--- config.mk ---
export PLATFORM = sky130hd
export DESIGN_NAME = lcd_pattern_gen_flat
export DESIGN_NICKNAME = d
export VERILOG_FILES = /design/src/rtl/lcd_pattern_gen_pkg.sv /design/src/rtl/lcd_pattern_gen_if.sv /design/src/rtl/lcd_pattern_gen_bar_lut.sv /design/src/rtl/lcd_pattern_gen.sv /design/src/flat_wrapper.sv
export SDC_FILE = /design/constraint.sdc
export NUM_CORES = 1
export LEC_CHECK = 0
export CAP_MARGIN = 20
export CORE_MARGIN = 1.5
export CORE_UTILIZATION = 30
export CTS_BUF_LIST = sky130_fd_sc_hd__clkbuf_8
export DETAILED_ROUTE_END_ITERATION = 8
export PLACE_DENSITY = 0.46
export SKIP_LAST_GASP = 1
export SLEW_MARGIN = 10
export SYNTH_ARGS = -nofsm -noshare
export SYNTH_HDL_FRONTEND = slang
export SYNTH_HIERARCHICAL = 1
export SYNTH_SLANG_ARGS = --single-unit
export TNS_END_PERCENT = 5
--- constraint.sdc ---
create_clock -name i_clk -period 5.2 [get_ports i_clk]
set_clock_uncertainty 0.05 [all_clocks]
set_input_delay 0.52 -clock i_clk [delete_from_list [all_inputs] [get_ports i_clk]]
set_output_delay 0.52 -clock i_clk [all_outputs]
set_load 0.02 [all_outputs]
--- src/rtl/lcd_pattern_gen_pkg.sv ---
// Shared definitions for the LCD pattern generator:
// mode encodings, 24-bit colour constants and the default frame geometry.
package lcd_pattern_gen_pkg;

  localparam int H_ACTIVE_DEFAULT = 800;
  localparam int V_ACTIVE_DEFAULT = 480;
  localparam int CHK_LOG2_DEFAULT = 5;

  typedef enum logic [1:0] {
    MODE_WHITE   = 2'd0,
    MODE_BARS    = 2'd1,
    MODE_CHECKER = 2'd2,
    MODE_RAMP    = 2'd3
  } mode_e;

  localparam logic [23:0] RGB_WHITE   = 24'hFFFFFF;
  localparam logic [23:0] RGB_YELLOW  = 24'hFFFF00;
  localparam logic [23:0] RGB_CYAN    = 24'h00FFFF;
  localparam logic [23:0] RGB_GREEN   = 24'h00FF00;
  localparam logic [23:0] RGB_MAGENTA = 24'hFF00FF;
  localparam logic [23:0] RGB_RED     = 24'hFF0000;
  localparam logic [23:0] RGB_BLUE    = 24'h0000FF;
  localparam logic [23:0] RGB_BLACK   = 24'h000000;

  function automatic logic [23:0] gray_rgb(input logic [7:0] level);
    return {level, level, level};
  endfunction

endpackage

--- src/rtl/lcd_pattern_gen_if.sv ---
// Pixel stream between the pattern generator (master) and the LCD sync generator (slave).
interface lcd_pattern_gen_if;

  logic [7:0] r;
  logic [7:0] g;
  logic [7:0] b;
  logic       data_vld;
  logic       data_ready;
  logic       sof;
  logic       eol;

  modport master (
    output r, g, b, data_vld, sof, eol,
    input  data_ready
  );

  modport slave (
    input  r, g, b, data_vld, sof, eol,
    output data_ready
  );

endinterface

--- src/rtl/lcd_pattern_gen_bar_lut.sv ---
// Colour-bar lookup: 3-bit bar index to 24-bit RGB, left (0) to right (7).
module lcd_pattern_gen_bar_lut
  import lcd_pattern_gen_pkg::*;
(
  input  logic [2:0]  bar_idx,
  output logic [23:0] rgb
);

  always_comb begin
    rgb = RGB_BLACK;
    case (bar_idx)
      3'd0:    rgb = RGB_WHITE;
      3'd1:    rgb = RGB_YELLOW;
      3'd2:    rgb = RGB_CYAN;
      3'd3:    rgb = RGB_GREEN;
      3'd4:    rgb = RGB_MAGENTA;
      3'd5:    rgb = RGB_RED;
      3'd6:    rgb = RGB_BLUE;
      default: rgb = RGB_BLACK;
    endcase
  end

endmodule

--- src/rtl/lcd_pattern_gen.sv ---
// Test-pattern pixel source feeding the LCD sync generator over a valid/ready stream.
// Optional red frame border overlay when PATGEN_BORDER_EN is defined.
module lcd_pattern_gen
  import lcd_pattern_gen_pkg::*;
#(
  parameter int H_ACTIVE = H_ACTIVE_DEFAULT,
  parameter int V_ACTIVE = V_ACTIVE_DEFAULT,
  parameter int CHK_LOG2 = CHK_LOG2_DEFAULT
) (
  input  logic              i_clk,
  input  logic              i_rst,
  input  logic [1:0]        i_mode,
  lcd_pattern_gen_if.master pix
);

  localparam int XW    = $clog2(H_ACTIVE);
  localparam int YW    = $clog2(V_ACTIVE);
  localparam int BAR_W = H_ACTIVE / 8;
  localparam int BW    = $clog2(BAR_W);

  localparam logic [XW-1:0] X_LAST   = XW'(H_ACTIVE - 1);
  localparam logic [YW-1:0] Y_LAST   = YW'(V_ACTIVE - 1);
  localparam logic [BW-1:0] BAR_LAST = BW'(BAR_W - 1);

  localparam logic [0:0] S_IDLE = 1'b0;
  localparam logic [0:0] S_RUN  = 1'b1;

  logic [0:0]    state;
  mode_e         mode_q;
  logic [XW-1:0] x;
  logic [YW-1:0] y;
  logic [2:0]    bar_idx;
  logic [BW-1:0] bar_cnt;

  logic [XW-1:0] nx;
  logic [YW-1:0] ny;
  logic [2:0]    nbar_idx;
  logic [BW-1:0] nbar_cnt;

  logic [XW-1:0] px;
  logic [YW-1:0] py;
  logic [2:0]    pbar_idx;
  logic [BW-1:0] pbar_cnt;
  mode_e         pmode;

  logic          x_last;
  logic          y_last;
  logic          step;
  logic          load;
  logic          chk_odd;
  logic [23:0]   bar_rgb;
  logic [23:0]   pat_rgb;
  logic [23:0]   pix_rgb;

  assign x_last = (x == X_LAST);
  assign y_last = (y == Y_LAST);

  // A fresh pixel is loaded once to prime the stream, then on every accepted transfer.
  assign step = pix.data_vld;
  assign load = (state == S_RUN) && (!pix.data_vld || pix.data_ready);

  always_comb begin
    nx       = x + 1'b1;
    ny       = y;
    nbar_idx = bar_idx;
    nbar_cnt = bar_cnt + 1'b1;
    if (x_last) begin
      nx       = '0;
      ny       = y_last ? '0 : y + 1'b1;
      nbar_idx = '0;
      nbar_cnt = '0;
    end else if (bar_cnt == BAR_LAST) begin
      nbar_idx = bar_idx + 1'b1;
      nbar_cnt = '0;
    end
  end

  // The pixel being generated: the next position when advancing, else the primed origin.
  assign px       = step ? nx       : x;
  assign py       = step ? ny       : y;
  assign pbar_idx = step ? nbar_idx : bar_idx;
  assign pbar_cnt = step ? nbar_cnt : bar_cnt;
  assign pmode    = (step && x_last && y_last) ? mode_e'(i_mode) : mode_q;

  lcd_pattern_gen_bar_lut u_bar_lut (
    .bar_idx (pbar_idx),
    .rgb     (bar_rgb)
  );

  assign chk_odd = 1'(px >> CHK_LOG2) ^ 1'(py >> CHK_LOG2);

  always_comb begin
    pat_rgb = RGB_WHITE;
    case (pmode)
      MODE_WHITE:   pat_rgb = RGB_WHITE;
      MODE_BARS:    pat_rgb = bar_rgb;
      MODE_CHECKER: pat_rgb = chk_odd ? RGB_BLACK : RGB_WHITE;
      MODE_RAMP:    pat_rgb = gray_rgb(8'(px));
      default:      pat_rgb = RGB_WHITE;
    endcase
  end

`ifdef PATGEN_BORDER_EN
  always_comb begin
    pix_rgb = pat_rgb;
    if ((px == '0) || (px == X_LAST) || (py == '0) || (py == Y_LAST)) begin
      pix_rgb = RGB_RED;
    end
  end
`else
  assign pix_rgb = pat_rgb;
`endif

  // Counters always describe the pixel currently held on the outputs.
  always_ff @(posedge i_clk or posedge i_rst) begin
    if (i_rst) begin
      state        <= S_IDLE;
      mode_q       <= MODE_WHITE;
      x            <= '0;
      y            <= '0;
      bar_idx      <= '0;
      bar_cnt      <= '0;
      pix.r        <= '0;
      pix.g        <= '0;
      pix.b        <= '0;
      pix.data_vld <= 1'b0;
      pix.sof      <= 1'b0;
      pix.eol      <= 1'b0;
    end else begin
      case (state)
        S_IDLE: begin
          mode_q <= mode_e'(i_mode);
          state  <= S_RUN;
        end
        default: begin
          if (load) begin
            pix.data_vld            <= 1'b1;
            {pix.r, pix.g, pix.b}   <= pix_rgb;
            pix.sof                 <= (px == '0) && (py == '0);
            pix.eol                 <= (px == X_LAST);
            x                       <= px;
            y                       <= py;
            bar_idx                 <= pbar_idx;
            bar_cnt                 <= pbar_cnt;
            mode_q                  <= pmode;
          end
        end
      endcase
    end
  end

endmodule
--- src/flat_wrapper.sv ---
// flat-port wrapper written by rule: the top's interface ports become plain ports
module lcd_pattern_gen_flat import lcd_pattern_gen_pkg::*;
#(
  parameter int H_ACTIVE = H_ACTIVE_DEFAULT,
  parameter int V_ACTIVE = V_ACTIVE_DEFAULT,
  parameter int CHK_LOG2 = CHK_LOG2_DEFAULT
)
  (i_clk, i_rst, i_mode, pix_r, pix_g, pix_b, pix_data_vld, pix_sof, pix_eol, pix_data_ready);
  lcd_pattern_gen_if pix_i ();
  input  logic i_clk;
  input  logic i_rst;
  input  logic [1:0] i_mode;
  output wire logic [$bits(pix_i.r)-1:0] pix_r;
  output wire logic [$bits(pix_i.g)-1:0] pix_g;
  output wire logic [$bits(pix_i.b)-1:0] pix_b;
  output wire logic [$bits(pix_i.data_vld)-1:0] pix_data_vld;
  output wire logic [$bits(pix_i.sof)-1:0] pix_sof;
  output wire logic [$bits(pix_i.eol)-1:0] pix_eol;
  input wire logic [$bits(pix_i.data_ready)-1:0] pix_data_ready;
  assign pix_r = pix_i.r;
  assign pix_g = pix_i.g;
  assign pix_b = pix_i.b;
  assign pix_data_vld = pix_i.data_vld;
  assign pix_sof = pix_i.sof;
  assign pix_eol = pix_i.eol;
  assign pix_i.data_ready = pix_data_ready;
  lcd_pattern_gen #(.H_ACTIVE(H_ACTIVE), .V_ACTIVE(V_ACTIVE), .CHK_LOG2(CHK_LOG2)) u_core (.i_clk(i_clk), .i_rst(i_rst), .i_mode(i_mode), .pix(pix_i));
endmodule
* Word-level counts from Yosys, hierarchy flattened *
Cells that the tools add are included.

storage, ports and cells
  register bits after elaboration = 59
  latch bits = 0
  RAM bits = 0
  memory bits (read-only) = 0
  bits of input ports = 5
  logic and storage cells = 59
  memories kept = 0

operators by class
  add/subtract/negate cells = 4
  $mul = 0
  div/mod/pow operators = 0
  $lt $le $gt $ge = 0
  equality and inequality tests = 14
  shifts and indexed selects = 0
  multiplexer cells = 16
  bitwise logic cells = 1
  reduce and logical (&&, ||, !) cells = 12

operators by type and width
  cell                                                  number
  one-hot mux 24 bit (7 select lines)                   1
  one-hot mux 24 bit (4 select lines)                   1
  two-way mux 9 bit                                     3
  two-way mux 24 bit                                    1
  equality test 10 bit (second input constant)          2
  two-way mux 10 bit                                    2
  two-way mux 7 bit                                     2
  adder 10 x 1 -> 10 bit (second input constant)        1
  logical NOT 10 bit                                    1
  adder 9 x 1 -> 9 bit (second input constant)          1
  equality test 3 bit (second input constant)           3
  equality test 9 bit (second input constant)           1
  logical NOT 9 bit                                     1
  two-way mux 3 bit                                     3
  adder 7 x 1 -> 7 bit (second input constant)          1
  equality test 7 bit (second input constant)           1
  equality test 3 x 2 -> 1 bit (second input constant)  2
  two-way mux 2 bit                                     3
  equality test 2 bit (second input constant)           2
  logical AND 1 bit                                     4
  adder 3 x 1 -> 3 bit (second input constant)          1
  equality test 3 x 1 -> 1 bit (second input constant)  1
  logical NOT 3 bit                                     1
  AND reduction 3 bit                                   1
  7 further kinds                                       7

* Depth between registers and ports, before layout *
  depth in word-level cells = 7
  mapped depth = 10
  gate-level depth less buffers = 9

* Modules after synthesis *
The synthesis kept the hierarchy.

modules (own cells, without submodules)
  module                   times used  cells each  area an instance (um^2)
  lcd_pattern_gen          1           385         3419.5
  lcd_pattern_gen_bar_lut  1           24          168.9

* Worst setup path before layout *
Ideal clock, no wire load.

  kind = register -> register
  from = register u_core.x[1]
  to = register u_core.pix.b[0]
  library setup time = 137 ps
  data arrival time = 2467 ps
  data required time = 5013 ps
  slack = 2547 ps
  stages on the path, launching flop included = 10
  path buffers = 1
  clock period less this slack = 2653 ps
  path through = dfrtp_1 -> ha_1 -> nand3_4 -> or4_1 -> buf_2 -> or4_4 -> a21o_1 -> a21o_4 -> o311ai_4 -> nand3_2

between the ends
  longest elaborated chain between the ends = 6
  elaborated cells on any way between the ends = 26
  classes of those cells = add/sub (1); eq/ne (10); mux (10); bitwise (1); reduce/logical (4)

ends and longest elaborated chain
  item                                                            RTL line                                      text
  start, declared                                                 lcd_pattern_gen.sv:30                         logic [XW-1:0] x;
  start signal, assigned                                          lcd_pattern_gen.sv:141                        x <= px;
  adder 10 x 1 -> 10 bit or equality test 10 bit (tied branches)  lcd_pattern_gen.sv:63, lcd_pattern_gen.sv:55
  two-way mux 10 bit, or another cell as far along                lcd_pattern_gen.sv:67                         if (x_last) begin
  two-way mux 10 bit, or another cell as far along                lcd_pattern_gen.sv:79                         assign px = step ? nx : x;
  XOR 1 bit, or another cell as far along                         lcd_pattern_gen.sv:90                         assign chk_odd = 1'(px >> CHK_LOG2) ^ 1'(py >> CHK_LOG2);
  two-way mux 24 bit, or another cell as far along                lcd_pattern_gen.sv:97                         MODE_CHECKER: pat_rgb = chk_odd ? RGB_BLACK : RGB_WHITE;
  one-hot mux 24 bit (4 select lines) (*)                         lcd_pattern_gen.sv:94                         case (pmode)
  end signal, assigned                                            lcd_pattern_gen.sv:138                        {pix.r, pix.g, pix.b} <= pix_rgb;
  end, declared                                                   lcd_pattern_gen_if.sv:13                      output r, g, b, data_vld, sof, eol,

Every way passes the cells marked *; elsewhere a longest branch is shown, timed or not.
A chain may end at the register's enable or synchronous reset.

* Worst setup path in the final report *
  from = register u_core.pix.data_vld
  to = register u_core.pix.r[0]

between the ends
  longest elaborated chain between the ends = 5
  elaborated cells on any way between the ends = 25
  classes of those cells = eq/ne (9); mux (7); bitwise (1); reduce/logical (8)

ends and longest elaborated chain
  item                                                                         RTL line                  text
  start, declared                                                              lcd_pattern_gen_if.sv:13
  start signal, assigned                                                       lcd_pattern_gen.sv:126    pix.data_vld <= 1'b0;
  start signal, assigned                                                       lcd_pattern_gen.sv:137    pix.data_vld <= 1'b1;
  branches (longest 5 deep; another with one-hot mux 24 bit (7 select lines))  -
  end signal, assigned                                                         lcd_pattern_gen.sv:138
  end, declared                                                                lcd_pattern_gen_if.sv:13

Several ways; the timed one is not identified.

==> flow_summary.yaml <==
logic_synthesis:
  synth-edff-count: 0
  async_flop_share_pct: 100
  syn_avg_cell_area_sq_um: 8.77
  ys_warn_count: 6
  syn_area_sq_mm: 0.00359
  yosys_register_bits: 59
  ys_types: 53
  synthesis.nets: 418
  ys_seq_area_share_pct: 41.1
  ys.flop_type: "dfrtp_1"
  synth_cells: 409
power_and_ir_drop:
  power_w: 0.00148
  ir_worst_vdd_mv: 0.166
  power_density_mw_per_mm2: 366
  leakagePower_nw: 1.63
floorplanning:
  fp.dieH_um: 112
  die-area_sq_mm: 0.0126
  core.rowCount: 39
  initial_core_util_pct: 31.0
  io_pins: 32
  dieWidth_um: 112
  core-area_sq_mm: 0.0116
status:
  status: "finished, final reports clean"
worst_setup_path:
  worstSetupEndpointType: "register"
  start_kind: "register"
  path_buf_inv: 0
  path_delay_family: "compound AO/OA/AOI/OAI gates"
  crit_fanout: 22
  crit_required_ns: 5.39
  cp.arrival_ns: 3.42
  worstPathCellList: "nand4_1, o31ai_1, nand3_1, a21o_4, o311ai_4, nand3_2"
  slowest_delay_ns: 0.86
  slowest_stage: "o31ai_1"
  criticalPathCategory: "reg2reg"
grt:
  antenna_found_initial: 0
  grt_overflow: 0
  grt_pass1_vias: 2782
  grt_max_degree: 60
  track_usage_pct: 15.4
  grt_pass1_wl_um: 14900
routing:
  drt.antenna.violating_nets: 0
  wl_um: 8940
  first_iter_violations: 203
  avgRoutedWirePerCell_um: 16.0
  route.detailed.drc: 0
  via_per_inst: 5.11
  drt_pass1_iterations: 6
  via_count: 2853
cells_and_area:
  fin_util_pct: 35.1
  stdcell_area_sq_mm: 0.00405
  synthToLayoutAreaGrowth_pct: 13.0
  fin_nets: 419
  nFillCells: 1152
  drive_gt1_share_pct: 12.8
  n_antenna_cell: 0
clock_network:
  cts_root_buf: "clkbuf_8"
  htree_levels: 3
  numClockSinks: 59
  tritoncts: "yes"
  cts_buffers: 9
  worstSkewPairLatency_ns: 0.37
  hold_buffers: 0
  cts_setup_buffers: 0
  path_clk_slew_ns: 0.07
  clockBufferDepth: 2
  cts_resized: 0
flow_run:
  cap_violations: 0
timing:
  period_share_pct: 62.1
  setup_tns_ns: 0
  worst_pin_slew_ns: 1.00
  setup_violations: 0
  finalHoldViolCount: 0
  rsz0062_at_grt: "no"
  min_period_ns: 3.23
  max_slew_margin_pct: 32.7
  slew_viol_final: 0
  fmax_mhz: 310
worst_hold_path:
  hp-class: "reg2reg"
placed_design:
  hpwl_um: 6020
  gp_congestion: 0.763
  port_buffers: 31
  place_area_sq_mm: 0.00384
[layout by cell type (no fill, tap or decap), drive strengths merged, types with 6 or more instances in the layout]
| cell type | Yosys | final |
|---|---|---|
| nand2 | 73 | 73 |
| dfrtp | 59 | 59 |
| o21ai | 48 | 48 |
| nand3 | 41 | 41 |
| clkdlybuf4s50 | 0 | 31 |
| nor2 | 17 | 17 |
| nor3 | 12 | 12 |
| clkbuf | 16 | 11 |
| xnor2 | 10 | 10 |
| a21oi | 8 | 8 |
| xor2 | 7 | 7 |
| nand4 | 6 | 6 |
| and3 | 6 | 6 |
| inv | 6 | 6 |
[Yosys cell counts, types with 2 or more instances]
| master | count | share of area (%) |
|---|---|---|
| a211oi_1 | 2 | 0.42 |
| a21o_1 | 3 | 0.63 |
| a21oi_1 | 8 | 1.1 |
| a31oi_1 | 5 | 0.87 |
| and2_1 | 2 | 0.35 |
| and3_1 | 5 | 0.87 |
| buf_2 | 6 | 0.84 |
| buf_4 | 21 | 4.4 |
| clkbuf_1 | 16 | 1.7 |
| dfrtp_1 | 59 | 41 |
| ha_1 | 4 | 1.4 |
| inv_1 | 6 | 0.63 |
| mux2_2 | 5 | 1.6 |
| mux2i_1 | 4 | 1.1 |
| nand2_1 | 73 | 7.6 |
| nand2b_1 | 3 | 0.52 |
| nand3_1 | 33 | 4.6 |
| nand3_2 | 7 | 2.0 |
| nand4_1 | 6 | 1.0 |
| nor2_1 | 17 | 1.8 |
| nor2b_1 | 5 | 0.87 |
| nor3_1 | 12 | 1.7 |
| nor3b_1 | 3 | 0.63 |
| nor4_2 | 2 | 0.70 |
| o211ai_2 | 2 | 0.70 |
| o21ai_0 | 47 | 6.6 |
| o21bai_1 | 2 | 0.42 |
| o221a_2 | 3 | 0.94 |
| o2bb2ai_1 | 2 | 0.49 |
| o31ai_1 | 5 | 1.0 |
| or2_2 | 4 | 0.70 |
| xnor2_1 | 10 | 2.4 |
| xor2_1 | 7 | 1.7 |
[report_power, final]
group          total [W]  switching [W]  internal [W]
combinational   0.000401       0.000225      0.000176
clock           0.000455       0.000207      0.000248
sequential      0.000627      0.0000922      0.000535
[sequential cells by signal, indices dropped and copies added, names as in the netlist]
name	count
u_core/mode_q	2
u_core/y	9
u_core/state	1
u_core/pix.b	8
u_core/x	10
u_core/pix.data_vld	1
u_core/pix.eol	1
u_core/bar_cnt	7
u_core/bar_idx	3
u_core/pix.sof	1
u_core/pix.r	8
u_core/pix.g	8
[worst paths after layout]
kind,from,endpoint,depth (start not counted),slack [ns]
max,u_core/pix.data_vld,u_core/pix.r[0],6,1.97
min,u_core/bar_cnt[6],u_core/bar_cnt[6],1,0.44
max reg2reg,u_core/pix.data_vld,u_core/pix.r[0],6,1.97
min reg2reg,u_core/bar_cnt[6],u_core/bar_cnt[6],1,0.44
max in group asynchronous,i_rst,u_core/y[1],3,3.94
min in group asynchronous,i_rst,u_core/bar_cnt[4],3,0.65
[layout make-up]
cell class | count | area [sq um] | share of cell area [%]
Clock inverter | 5 | 61.3 | 1.51
Timing Repair Buffer | 34 | 333 | 8.21
Sequential cell | 59 | 1480 | 36.4
Clock buffer | 11 | 151 | 3.73
Multi-Input combinational cell | 300 | 1830 | 45.2
Tap cell | 143 | 179 | 4.41
Inverter | 6 | 22.5 | 0.556
[routing by layer]
layer	up-vias	global-route usage (%)	part of all wire (%)
met5	-	0	0
met4	0	7.85	2.8
met1	1362	20.8	50
li1	1419	-	-
met2	54	22.8	44
met3	18	4.05	3.8
[worst register-to-register path: cells and delay by family, from the launching register on]
family | cells | cell delay, ns
AOI/OAI and AO/OA | 3 | 1.31
DFF | 1 | 0.83
and+or+nand+nor | 3 | 0.92
[cells by family after synthesis]
| kind of cell | after synthesis | share of synthesized area (%) |
|---|---|---|
| other cells | 1 | 0.105 |
| mux | 10 | 3.31 |
| compound gates | 89 | 16.3 |
| simple gates | 179 | 25.7 |
| buf+inv | 50 | 7.85 |
| xor+xnor | 17 | 4.15 |
| flops | 59 | 41.1 |
| fa+ha+maj | 4 | 1.39 |
[per-stage QoR]
stage	std cells	hold slack [ns]	setup WS (ns)
floorplan	409	0.397	2.55
global placement	542	0.416	2.07
detailed placement	542	0.430	2.05
CTS	558	0.440	2.02
global route	558	0.474	1.69
finish	558	0.437	1.97
Power figures use the tool's default switching activity.
